## src/rtl/regfile_alu_pkg.sv

```systemverilog
// Shared constants for the register-file / ALU datapath core:
// datapath geometry and the 4-bit opcode encodings (instruction[15:12]).
package regfile_alu_pkg;

  localparam int DATA_W   = 16;
  localparam int NREGS    = 8;
  localparam int ADDR_W   = $clog2(NREGS);
  localparam int OPCODE_W = 4;
  localparam int SHAMT_W  = $clog2(DATA_W);

  localparam logic [OPCODE_W-1:0] OP_NOP  = 4'b0000;
  localparam logic [OPCODE_W-1:0] OP_ADDI = 4'b0001;
  localparam logic [OPCODE_W-1:0] OP_ADD  = 4'b0010;
  localparam logic [OPCODE_W-1:0] OP_SUB  = 4'b0011;
  localparam logic [OPCODE_W-1:0] OP_AND  = 4'b0100;
  localparam logic [OPCODE_W-1:0] OP_OR   = 4'b0101;
  localparam logic [OPCODE_W-1:0] OP_XOR  = 4'b0110;
  localparam logic [OPCODE_W-1:0] OP_SLL  = 4'b0111;
  localparam logic [OPCODE_W-1:0] OP_SRL  = 4'b1000;
  localparam logic [OPCODE_W-1:0] OP_SLT  = 4'b1001;
  localparam logic [OPCODE_W-1:0] OP_OUT  = 4'b1111;

endpackage : regfile_alu_pkg

```

## src/rtl/regfile_alu_core_if.sv

```systemverilog
// Bus between the decode/sequencing logic (master) and the datapath core
// (slave): opcode, register addresses and write strobe/data go down,
// read-port values and the ALU result come back combinationally.
interface regfile_alu_core_if;
  import regfile_alu_pkg::*;

  logic [OPCODE_W-1:0] opcode;
  logic [ADDR_W-1:0]   address_a;
  logic [ADDR_W-1:0]   address_b;
  logic                write_enable;
  logic [DATA_W-1:0]   write_data;
  logic [DATA_W-1:0]   data_a;
  logic [DATA_W-1:0]   data_b;
  logic [DATA_W-1:0]   alu_result;
  logic                zero;

  modport master (
    output opcode, address_a, address_b, write_enable, write_data,
    input  data_a, data_b, alu_result, zero
  );

  modport slave (
    input  opcode, address_a, address_b, write_enable, write_data,
    output data_a, data_b, alu_result, zero
  );

endinterface : regfile_alu_core_if

```

## src/rtl/regfile_8x16.sv

```systemverilog
// 8 x 16-bit register file: one synchronous write port, two asynchronous
// read ports. A read of the address being written returns the old value
// until the clock edge commits the write.
module regfile_8x16
  import regfile_alu_pkg::*;
(
  input  logic              clk,
  input  logic              reset,
  input  logic              write_enable,
  input  logic [ADDR_W-1:0] write_address,
  input  logic [DATA_W-1:0] write_data,
  input  logic [ADDR_W-1:0] read_address_a,
  input  logic [ADDR_W-1:0] read_address_b,
  output logic [DATA_W-1:0] read_data_a,
  output logic [DATA_W-1:0] read_data_b
);

  logic [DATA_W-1:0] regs [NREGS];

  // Storage update: synchronous clear has priority over the write strobe.
  // NOTE: the array is reset on purpose -- software relies on every
  // register reading zero after reset, so this stays flops rather than RAM.
  always_ff @(posedge clk) begin
    if (reset) begin
      for (int i = 0; i < NREGS; i++) begin
        // NOTE: state is always assigned with <= so every reader sees the
        // pre-edge value, which is what gives read-during-write its old data.
        regs[i] <= '0;
      end
    end else if (write_enable) begin
      regs[write_address] <= write_data;
    end
  end

  assign read_data_a = regs[read_address_a];
  assign read_data_b = regs[read_address_b];

endmodule : regfile_8x16

```

## src/rtl/regfile_alu_core.sv

```systemverilog
// 16-bit datapath core: register file plus a combinational ALU that always
// operates on the two read-port values. Write-back source selection
// (ALU result vs immediate) lives in the caller; since the write is
// registered, feeding alu_result back into write_data forms no loop.
module regfile_alu_core
  import regfile_alu_pkg::*;
(
  input  logic               clk,
  input  logic               reset,
  regfile_alu_core_if.slave  bus
);

  logic [DATA_W-1:0] a;
  logic [DATA_W-1:0] b;
  logic [DATA_W-1:0] result;

  regfile_8x16 u_regfile (
    .clk            (clk),
    .reset          (reset),
    .write_enable   (bus.write_enable),
    .write_address  (bus.address_a),
    .write_data     (bus.write_data),
    .read_address_a (bus.address_a),
    .read_address_b (bus.address_b),
    .read_data_a    (a),
    .read_data_b    (b)
  );

  // ALU operation select; non-arithmetic opcodes produce zero.
  always_comb begin
    // NOTE: default first so every path assigns result and no latch forms.
    result = '0;
    case (bus.opcode)
      OP_ADD:  result = a + b;
      OP_SUB:  result = a - b;
      OP_AND:  result = a & b;
      OP_OR:   result = a | b;
      OP_XOR:  result = a ^ b;
      OP_SLL:  result = a << b[SHAMT_W-1:0];
      OP_SRL:  result = a >> b[SHAMT_W-1:0];
      OP_SLT:  result = {{(DATA_W-1){1'b0}}, ($signed(a) < $signed(b))};
      default: result = '0;
    endcase
  end

  assign bus.data_a     = a;
  assign bus.data_b     = b;
  assign bus.alu_result = result;
  assign bus.zero       = (result == '0);

endmodule : regfile_alu_core

```

## src/flat_wrapper.sv

```systemverilog
// flat-port wrapper written by rule: the top's interface ports become plain ports
module regfile_alu_core_flat import regfile_alu_pkg::*;
  (clk, reset, bus_opcode, bus_address_a, bus_address_b, bus_write_enable, bus_write_data, bus_data_a, bus_data_b, bus_alu_result, bus_zero);
  regfile_alu_core_if bus_i ();
  input  logic clk;
  input  logic reset;
  input wire logic [$bits(bus_i.opcode)-1:0] bus_opcode;
  input wire logic [$bits(bus_i.address_a)-1:0] bus_address_a;
  input wire logic [$bits(bus_i.address_b)-1:0] bus_address_b;
  input wire logic [$bits(bus_i.write_enable)-1:0] bus_write_enable;
  input wire logic [$bits(bus_i.write_data)-1:0] bus_write_data;
  output wire logic [$bits(bus_i.data_a)-1:0] bus_data_a;
  output wire logic [$bits(bus_i.data_b)-1:0] bus_data_b;
  output wire logic [$bits(bus_i.alu_result)-1:0] bus_alu_result;
  output wire logic [$bits(bus_i.zero)-1:0] bus_zero;
  assign bus_i.opcode = bus_opcode;
  assign bus_i.address_a = bus_address_a;
  assign bus_i.address_b = bus_address_b;
  assign bus_i.write_enable = bus_write_enable;
  assign bus_i.write_data = bus_write_data;
  assign bus_data_a = bus_i.data_a;
  assign bus_data_b = bus_i.data_b;
  assign bus_alu_result = bus_i.alu_result;
  assign bus_zero = bus_i.zero;
  regfile_alu_core u_core (.clk(clk), .reset(reset), .bus(bus_i));
endmodule
```

## config.mk

```make
export PLATFORM = sky130hd
export DESIGN_NAME = regfile_alu_core_flat
export DESIGN_NICKNAME = d
export VERILOG_FILES = /design/src/rtl/regfile_alu_pkg.sv /design/src/rtl/regfile_alu_core_if.sv /design/src/rtl/regfile_8x16.sv /design/src/rtl/regfile_alu_core.sv /design/src/flat_wrapper.sv
export SDC_FILE = /design/constraint.sdc
export NUM_CORES = 1
export LEC_CHECK = 0
export BUFFER_PORTS_ARGS = -buffer_cell sky130_fd_sc_hd__buf_2
export CAP_MARGIN = 30
export CORE_UTILIZATION = 55
export CTS_CLUSTER_DIAMETER = 150
export DETAILED_ROUTE_END_ITERATION = 12
export HOLD_SLACK_MARGIN = 0.02
export PLACE_DENSITY = 0.74
export SLEW_MARGIN = 20
export SYNTH_ARGS = -nofsm -noshare
export SYNTH_HDL_FRONTEND = slang
export SYNTH_SLANG_ARGS = --single-unit
```

## constraint.sdc

```tcl
create_clock -name clk -period 7.9 [get_ports clk]
set_clock_uncertainty 0.05 [all_clocks]
set_input_delay 1.185 -clock clk [delete_from_list [all_inputs] [get_ports clk]]
set_output_delay 1.185 -clock clk [all_outputs]
set_load 0.05 [all_outputs]
```

# After elaboration in Yosys (flattened, before gate mapping)
# Memories as Yosys holds them, arrays and structs flattened.
# Index checks and enable logic that the tools add are counted.
word_totals:
  register_bits: 0
  ramBits: 128
  inputBits: 29
  elab_cells: 28
  memories: 1
op_classes:
  n_addsub: 2
  magnitude_cmp: 1
  eq_ne: 8
  n_shift: 2
  n_mux: 9
  bitwise_logic: 3
  n_reduce_logical: 2
mem_list:
  columns: ["memory", "depth", "word_bits", "read_ports", "rd_ports_with_merged_regs", "wr", "line", "source"]
  rows:
  - ["u_core.u_regfile.regs", 8, 16, 2, 0, 8, "regfile_8x16.sv:18", "logic [DATA_W-1:0] regs [NREGS];"]
op_table:
  columns: ["operator", "n"]
  rows:
  - ["$pmux 16 s8", 1]
  - ["$add 16x16->16", 1]
  - ["$and 16x16->16", 1]
  - ["$eq 4x3->1 const B", 4]
  - ["$logic_not 16->1", 1]
  - ["$lt 16x16->1", 1]
  - ["$mux 16", 1]
  - ["$or 16x16->16", 1]
  - ["$reduce_or 16->1", 1]
  - ["$shl 16x4->16", 1]
  - ["$shr 16x4->16", 1]
  - ["$sub 16x16->16", 1]
  - ["$xor 16x16->16", 1]
  - ["$eq 4x2->1 const B", 2]
  - ["$eq 4x4->1 const B", 2]
  - ["$mux 1", 6]
  - ["$mux 3", 1]

# Logic depth before layout (Yosys ltp)
# Gate-level depths: netlist (run 1).
depth:
  depth_word: 5
  depth_mapped: 19
  depth_no_buf: 16

# Cells and area by module
# Synthesis (run 1) repeated with hierarchy kept, for this count alone.
unflattened:
  cells_unflattened: 989
  hier_area_um2: 10889.2
by_module_without_submodules:
  columns: ["mod", "n_inst", "cells_each", "area_per_inst_um2", "seq_area_each_um2"]
  rows:
  - ["regfile_8x16", 1, 430, 6974.2, 3843.7]
  - ["regfile_alu_core", 1, 559, 3915.0, 0.0]

# Worst setup path after synthesis (run 1)
# No wires, ideal clock.
synth_timing:
  kind: "input -> output"
  start: "in bus_address_b[1]"
  end: "out bus_zero"
  arrival_ns: 6.389
  t_required_ns: 6.665
  slack_ns: 0.276
  stages: 18
  n_path_buf: 5
  path_cell_list: "buf_2 > mux4_2 > mux2i_1 > buf_2 > clkbuf_1 > clkbuf_1 > buf_1 > ha_1 > a211oi_1 > o31ai_1 > a2111o_1 > a311oi_1 > nor4b_1 > a211oi_1 > xor2_1 > o2111ai_1 > nor2_1 > and4b_1"
synth_via:
  elab_chain_len: 4
  elab_cells_between_ends: 11
  classes_between: "add/sub (2); order compare (1); shift (2); mux (1); bitwise (3); reduce/logical (1); memory (1)"
synth_rtl:
  columns: ["element", "line", "source"]
  rows:
  - ["start: declaration", "flat_wrapper.sv:9", "input wire logic [$bits(bus_i.address_b)-1:0] bus_address_b;"]
  - ["$mem_v2 8x16 (*)", null, null]
  - ["$sub 16x16->16 (tied with other cells)", "regfile_alu_core.sv:35", "OP_SUB: result = a - b;"]
  - ["$pmux 16 s8 (*)", "regfile_alu_core.sv:33", "case (bus.opcode)"]
  - ["via bus_alu_result[15]", "flat_wrapper.sv:14", "output wire logic [$bits(bus_i.alu_result)-1:0] bus_alu_result;"]
  - ["$logic_not 16->1 (*)", "regfile_alu_core.sv:49", "assign bus.zero = (result == '0);"]
  - ["end: declaration", "flat_wrapper.sv:15", "output wire logic [$bits(bus_i.zero)-1:0] bus_zero;"]
# The timed path passes the listed nets; every way through them passes the cells marked *.

# Worst setup path in the final report (run 1)
layout_timing:
  start: "in bus_address_a[0]"
  end: "out bus_zero"
layout_via:
  elab_chain_len: 4
  elab_cells_between_ends: 11
  classes_between: "add/sub (2); order compare (1); shift (2); mux (1); bitwise (3); reduce/logical (1); memory (1)"
layout_rtl:
  columns: ["element", "line", "source"]
  rows:
  - ["start: declaration", "flat_wrapper.sv:8", "input wire logic [$bits(bus_i.address_a)-1:0] bus_address_a;"]
  - ["$mem_v2 8x16 (*)", null, null]
  - ["$sub 16x16->16 (tied with other cells)", "regfile_alu_core.sv:35", null]
  - ["$pmux 16 s8 (*)", "regfile_alu_core.sv:33", null]
  - ["$logic_not 16->1 (*)", "regfile_alu_core.sv:49", null]
# Mark *: on every way between the ends. The rest lies on a longest branch, timed or not.

==> metrics.cfg, run 1 <==
[outcome]
status = finished, final reports clean

[critical_path]
worst-path-buf-inv = 3
criticalPathCategory = in -> out
crit_start = bus_address_a[0]
arrival_ns = 6.12
cp.required_ns = 6.66
end_kind = primary output
path_cells = buf_2 -> mux4_2 -> mux2i_2 -> inv_1 -> ha_1 -> a211oi_1 -> o31ai_1 -> and2_1 -> o2111ai_1 -> o211ai_1 -> or3_1 -> or4_1 -> or4_1 -> nor4b_1 -> and4b_1 -> buf_2
cp.depth = 16
cpPeakStageDelay_ns = 0.59
endpoint = bus_zero
cp_slowest_cell = mux4_2
cp_top_family = simple AND/OR/NAND/NOR gates
cp-start-kind = input port
cp_max_fo = 17

[clock_tree]
clk_pin_slew_ns = 0.06
clkSinkCount = 128
cts_max_level = 4
cts_root_buf = clkbuf_16
clockBufferDepth = 2
cts_tree = yes
hold_buffers = 0
cts.repair.resized = 0
cts_made_buffers = 17
cts_setup_buffers = 0

[cells_and_area]
diodes = 0
area_delta_synth_final_pct = 12.3
nets = 1136
final_layout_size_suffix_gt1_frac = 0.225
top_regs = u_core.u_regfile.regs x128
final_cell_area_um2 = 11700
regMostFlops = u_core.u_regfile.regs
largest_reg_flops = 128

[synthesis]
synth_cell_types = 75
syn-num-nets = 1058
synth_flop_cell = edfxtp_1
synth-edff-count = 128
yosysSeqAreaShare = 0.370
syn_area_um2 = 10400
syn_avg_cell_area_um2 = 10.6
syn_inst = 976
ys_ff_latch = 128
synth-async-reset-ratio = 0
synth_warnings = 0

[floorplan]
io-pin-count = 78
die_y_um = 139
start_util = 0.570
die_w_um = 139
dieArea_um2 = 19400
rows = 49
core-area_um2 = 18200

[routing]
num_vias = 8912
ant_nets = 0
routed_wl_um = 34600
drcViolationCount = 0
drt_pre_antenna_iters = 6
wl_per_cell_um = 26.7
via_per_inst = 6.88
first_iter_violations = 1197

[global_route]
grt_pass1_vias = 8689
track_usage = 0.362
grt_max_degree = 38
grt_pass1_wl_um = 52000
grt_overflow = 0
antenna_found_initial = 0

[pwr]
p_leak_uw = 0.00460
power_uw = 2470
power.density_nw_per_um2 = 212
vdd_drop_max_mv = 0.198

[place]
pre_cts_ws_ns = 0.574
finalWeightedCongestion = 1.04
hpwl_um = 24200
io_buffers = 77
postPlaceCellArea_um2 = 11100

[sta]
maxSlewViolCount = 0
worst_pin_slew_ns = 0.999
hold_violations = 0
slew_headroom = 0.334
fin_hold_ws_ns = 1.07
fin_crit_ns = 7.35
finalSetupTns_ns = 0
rsz0062_at_grt = no
max_clock_freq_mhz = 136
fin_crit_sh = 0.930
report.final.setup_viol = 0
setup_slack_ns = 0.549

[min_path]
hold_path_class = in -> reg

[run]
drv_cap = 0

[layer usage]
| layer | up-vias | global-route usage | part of all wire | wire length (µm) |
|---|---|---|---|---|
| met3 | 129 | 0.0606 | 0.092 | 3190 |
| met5 | - | 0 | 0 | 0 |
| li1 | 3872 | - | - | - |
| met2 | 609 | 0.593 | 0.48 | 16500 |
| met1 | 4302 | 0.462 | 0.38 | 13100 |
| met4 | 0 | 0.196 | 0.051 | 1750 |
[metrics by stage]
| stage | utilization | cells |
|---|---|---|
| floorplan | - | 976 |
| global placement | 0.612 | 1263 |
| detailed placement | 0.612 | 1264 |
| CTS | 0.641 | 1296 |
| global route | 0.641 | 1296 |
| finish | 0.641 | 1296 |
[how the worst min path moves through the flow]
stage | from | end | slack (ns) | depth (start not counted)
5_1_grt | bus_write_data[7] | u_core.u_regfile.regs[7][7] | 1.07 | 2
3_3_place_gp | bus_write_data[12] | u_core.u_regfile.regs[2][12] | 1.49 | 2
6_report | bus_write_data[7] | u_core.u_regfile.regs[7][7] | 1.07 | 2
3_5_place_dp | bus_write_data[7] | u_core.u_regfile.regs[7][7] | 1.49 | 2
2_1_floorplan | bus_write_data[0] | u_core.u_regfile.regs[0][0] | 1.33 | 1
4_1_cts | bus_write_data[7] | u_core.u_regfile.regs[7][7] | 1.06 | 2
[placed cells by master (no fill, tap or decap), types with 5 or more instances in the layout]
master / count
a31oi_1: 6
clkbuf_16: 17
a21oi_1: 37
mux2i_1: 50
or2_2: 11
nand2b_1: 8
a211oi_1: 14
a22oi_1: 19
nor2_1: 65
o21ai_0: 39
buf_2: 78
and2_1: 134
edfxtp_1: 128
nand3_1: 16
ha_1: 51
or3_1: 12
o211ai_1: 12
a221oi_1: 10
clkinvlp_4: 5
mux4_2: 59
o22ai_1: 5
inv_1: 43
xnor2_1: 9
buf_4: 36
nor2b_1: 6
nor3_1: 17
and3_1: 6
nand2_1: 49
clkinv_2: 6
[cell type report]
cell class                 count  area (µm²)
multi-input combinational    742        6140
timing repair buffer         115         681
sequential                   128        3840
clock buffer                  17         425
clock inverter                15        97.6
tap                          229         287
fill                        1464        6540
inverter                      50         188
[cell usage after synthesis (36+ instances only)]
cell type  count  share of area
ha_1          51          0.061
clkbuf_1      36          0.013
mux2i_1       51          0.049
nand2_1       49          0.018
mux4_2        59           0.13
and2_1       134          0.081
nor2_1        65          0.023
a21oi_1       37          0.018
o21ai_0       39          0.019
inv_1         43          0.016
edfxtp_1     128           0.37
[cells by family after synthesis]
family / synth area share
adder cells (fa/ha/maj): 0.0653
AO/OA/AOI/OAI: 0.134
buffers and inverters: 0.0422
XOR/XNOR: 0.00928
flip-flops: 0.370
multiplexers: 0.191
AND/OR/NAND/NOR: 0.188
[power breakdown]
part           internal (µW)  switching (µW)
clock                    396             288
combinational            316             658
sequential               792            22.0
total                   1500             968
Power figures use the tool's default switching activity.
==> run 2: changes to the inputs <==
--- a/config.mk
+++ b/config.mk
@@ -7,11 +7,11 @@
 export LEC_CHECK = 0
 export BUFFER_PORTS_ARGS = -buffer_cell sky130_fd_sc_hd__buf_2
 export CAP_MARGIN = 30
-export CORE_UTILIZATION = 55
+export CORE_UTILIZATION = 60
 export CTS_CLUSTER_DIAMETER = 150
 export DETAILED_ROUTE_END_ITERATION = 12
 export HOLD_SLACK_MARGIN = 0.02
-export PLACE_DENSITY = 0.74
+export PLACE_DENSITY = 0.8
 export SLEW_MARGIN = 20
 export SYNTH_ARGS = -nofsm -noshare
 export SYNTH_HDL_FRONTEND = slang
==> metrics.cfg, run 2 (same netlist as run 1, synthesis figures left out) <==
[outcome]
status = finished, final reports clean

[floorplan]
die_w_um = 134  ; -4.2%
start_util = 0.620  ; +0.0493
core-area_um2 = 16800  ; -8.0%
dieArea_um2 = 17800  ; -8.2%
io-pin-count = 78  ; unchanged
rows = 47  ; -4.1%
die_y_um = 134  ; -4.2%

[clock_tree]
hold_buffers = 0  ; unchanged
cts_setup_buffers = 0  ; unchanged
clockBufferDepth = 2  ; unchanged
clkSinkCount = 128  ; unchanged
clk_pin_slew_ns = 0.05  ; about the same
cts.repair.resized = 0  ; unchanged
cts_made_buffers = 17  ; unchanged
cts_max_level = 4  ; unchanged
cts_tree = yes
cts_root_buf = clkbuf_16

[cells_and_area]
final_layout_size_suffix_gt1_frac = 0.217  ; -0.00803
n_fill_cell = 1267  ; -13%
layout_common_cells = and2_1 (134), edfxtp_1 (128), buf_2 (78)
diodes = 0  ; unchanged
largest_reg_flops = 128  ; unchanged
final_common_cell = and2_1
nets = 1137  ; +0.088%
regMostFlops = u_core.u_regfile.regs
top_regs = u_core.u_regfile.regs x128
area_delta_synth_final_pct = 12.0

[sta]
finalSetupTns_ns = 0  ; unchanged
fin_crit_sh = 0.928  ; -0.00215
setup_slack_ns = 0.566  ; +0.0170 ns
maxSlewViolCount = 0  ; unchanged
rsz0062_at_grt = no
worst_pin_slew_ns = 0.923  ; -0.0766 ns
hold_violations = 0  ; unchanged
fin_crit_ns = 7.33  ; -0.0170 ns
report.final.setup_viol = 0  ; unchanged
fin_hold_ws_ns = 1.08  ; +0.00482 ns
slew_headroom = 0.376  ; +0.0424
max_clock_freq_mhz = 136  ; +0.23%

[global_route]
antenna_found_initial = 0  ; unchanged
grt_pass1_wl_um = 50000  ; -3.9%
track_usage = 0.380  ; +0.0173
grt_pass1_vias = 8692  ; +0.035%
grt_max_degree = 36  ; -5.3%
grt_overflow = 0  ; unchanged

[place]
io_buffers = 77  ; unchanged
pre_cts_ws_ns = 0.621  ; +0.0471 ns
hpwl_um = 23100  ; -4.6%
finalWeightedCongestion = 1.02  ; -1.8%

[routing]
first_iter_violations = 1114  ; -6.9%
routed_wl_um = 32900  ; -4.8%
drcViolationCount = 0  ; unchanged
wl_per_cell_um = 25.6  ; -4.0%
via_per_inst = 6.95  ; +1.0%
ant_nets = 0  ; unchanged
drt_pre_antenna_iters = 6  ; unchanged
num_vias = 8926  ; +0.16%

[run]
drv_cap = 0  ; unchanged

[pwr]
p_leak_uw = 0.00461  ; +0.20%
vdd_drop_max_mv = 0.236  ; +19%
power.density_nw_per_um2 = 210  ; -1.0%

[min_path]
hold_path_class = in -> reg

[critical_path]
cp-start-kind = input port
cp.required_ns = 6.66  ; about the same
criticalPathCategory = in -> out
arrival_ns = 6.10  ; -0.02 ns
end_kind = primary output
cp_max_fo = 23  ; +6

==> run 2: cell count changes in the layout (fill, tap and decap cells not counted), sizes merged <==
cell / previous run / this run
buf: 115 / 116
clkinv: 12 / 14
bufinv: 0 / 1
inv: 48 / 47
clkinvlp: 5 / 0
==> run 2: layout make-up <==
cell class | count | area (µm²) | share of cell area
clock buffers | 17 | 425 | 0.0366
multi-input cells | 742 | 6130 | 0.527
repair buffers | 116 | 688 | 0.0592
flip-flops and latches | 128 | 3840 | 0.331
clock inverters | 12 | 78.8 | 0.00678
well taps | 220 | 275 | 0.0237
inverters | 50 | 188 | 0.0161
==> run 2: critical path, stage by stage <==
cell and delay, ns:
buf_2 0.49, buf_12 0.29, mux4_2 0.51, mux2i_1 0.55, ha_1 0.45, or3_1 0.45, nor3_1 0.19, o21a_1 0.18
nor3b_1 0.07, or3_1 0.34, o311ai_0 0.40, nand3_1 0.21, nor4b_1 0.29, and4b_1 0.21, buf_2 0.26
==> run 2: metrics by stage <==
stage	util	std cells	total power [µW]	area, µm²
final	0.694	1285	2440	11600
after global routing	0.694	1285	2530	11600
after CTS	0.694	1285	2420	11600
after detailed placement	0.664	1256	1750	11100
after global placement	0.663	1255	1740	11100
after floorplan	-	976	1480	10400
==> run 2: report_power, final <==
group / internal [µW] / switching [µW] / leakage (µW) / total [µW]
clock network: 416 / 263 / 0.000255 / 678
registers: 793 / 24.7 / 0.00123 / 817
logic: 315 / 628 / 0.00313 / 943
total: 1520 / 915 / 0.00461 / 2440
==> run 2: per-layer routing <==
metal	global-route usage	vias up	wire length [µm]
met2	0.648	588	16400
met1	0.468	4344	12300
met3	0.0609	112	2810
met4	0.189	0	1430
li1	-	3882	-
met5	0	-	0
==> run 2: path summary, 6_finish.rpt <==
| check | from | to | slack [ns] | cells past startpoint |
|---|---|---|---|---|
| worst min-delay path | bus_write_data[13] | u_core.u_regfile.regs[5][13] | 1.08 | 2 |
| worst max-delay path | bus_address_a[0] | bus_zero | 0.57 | 15 |
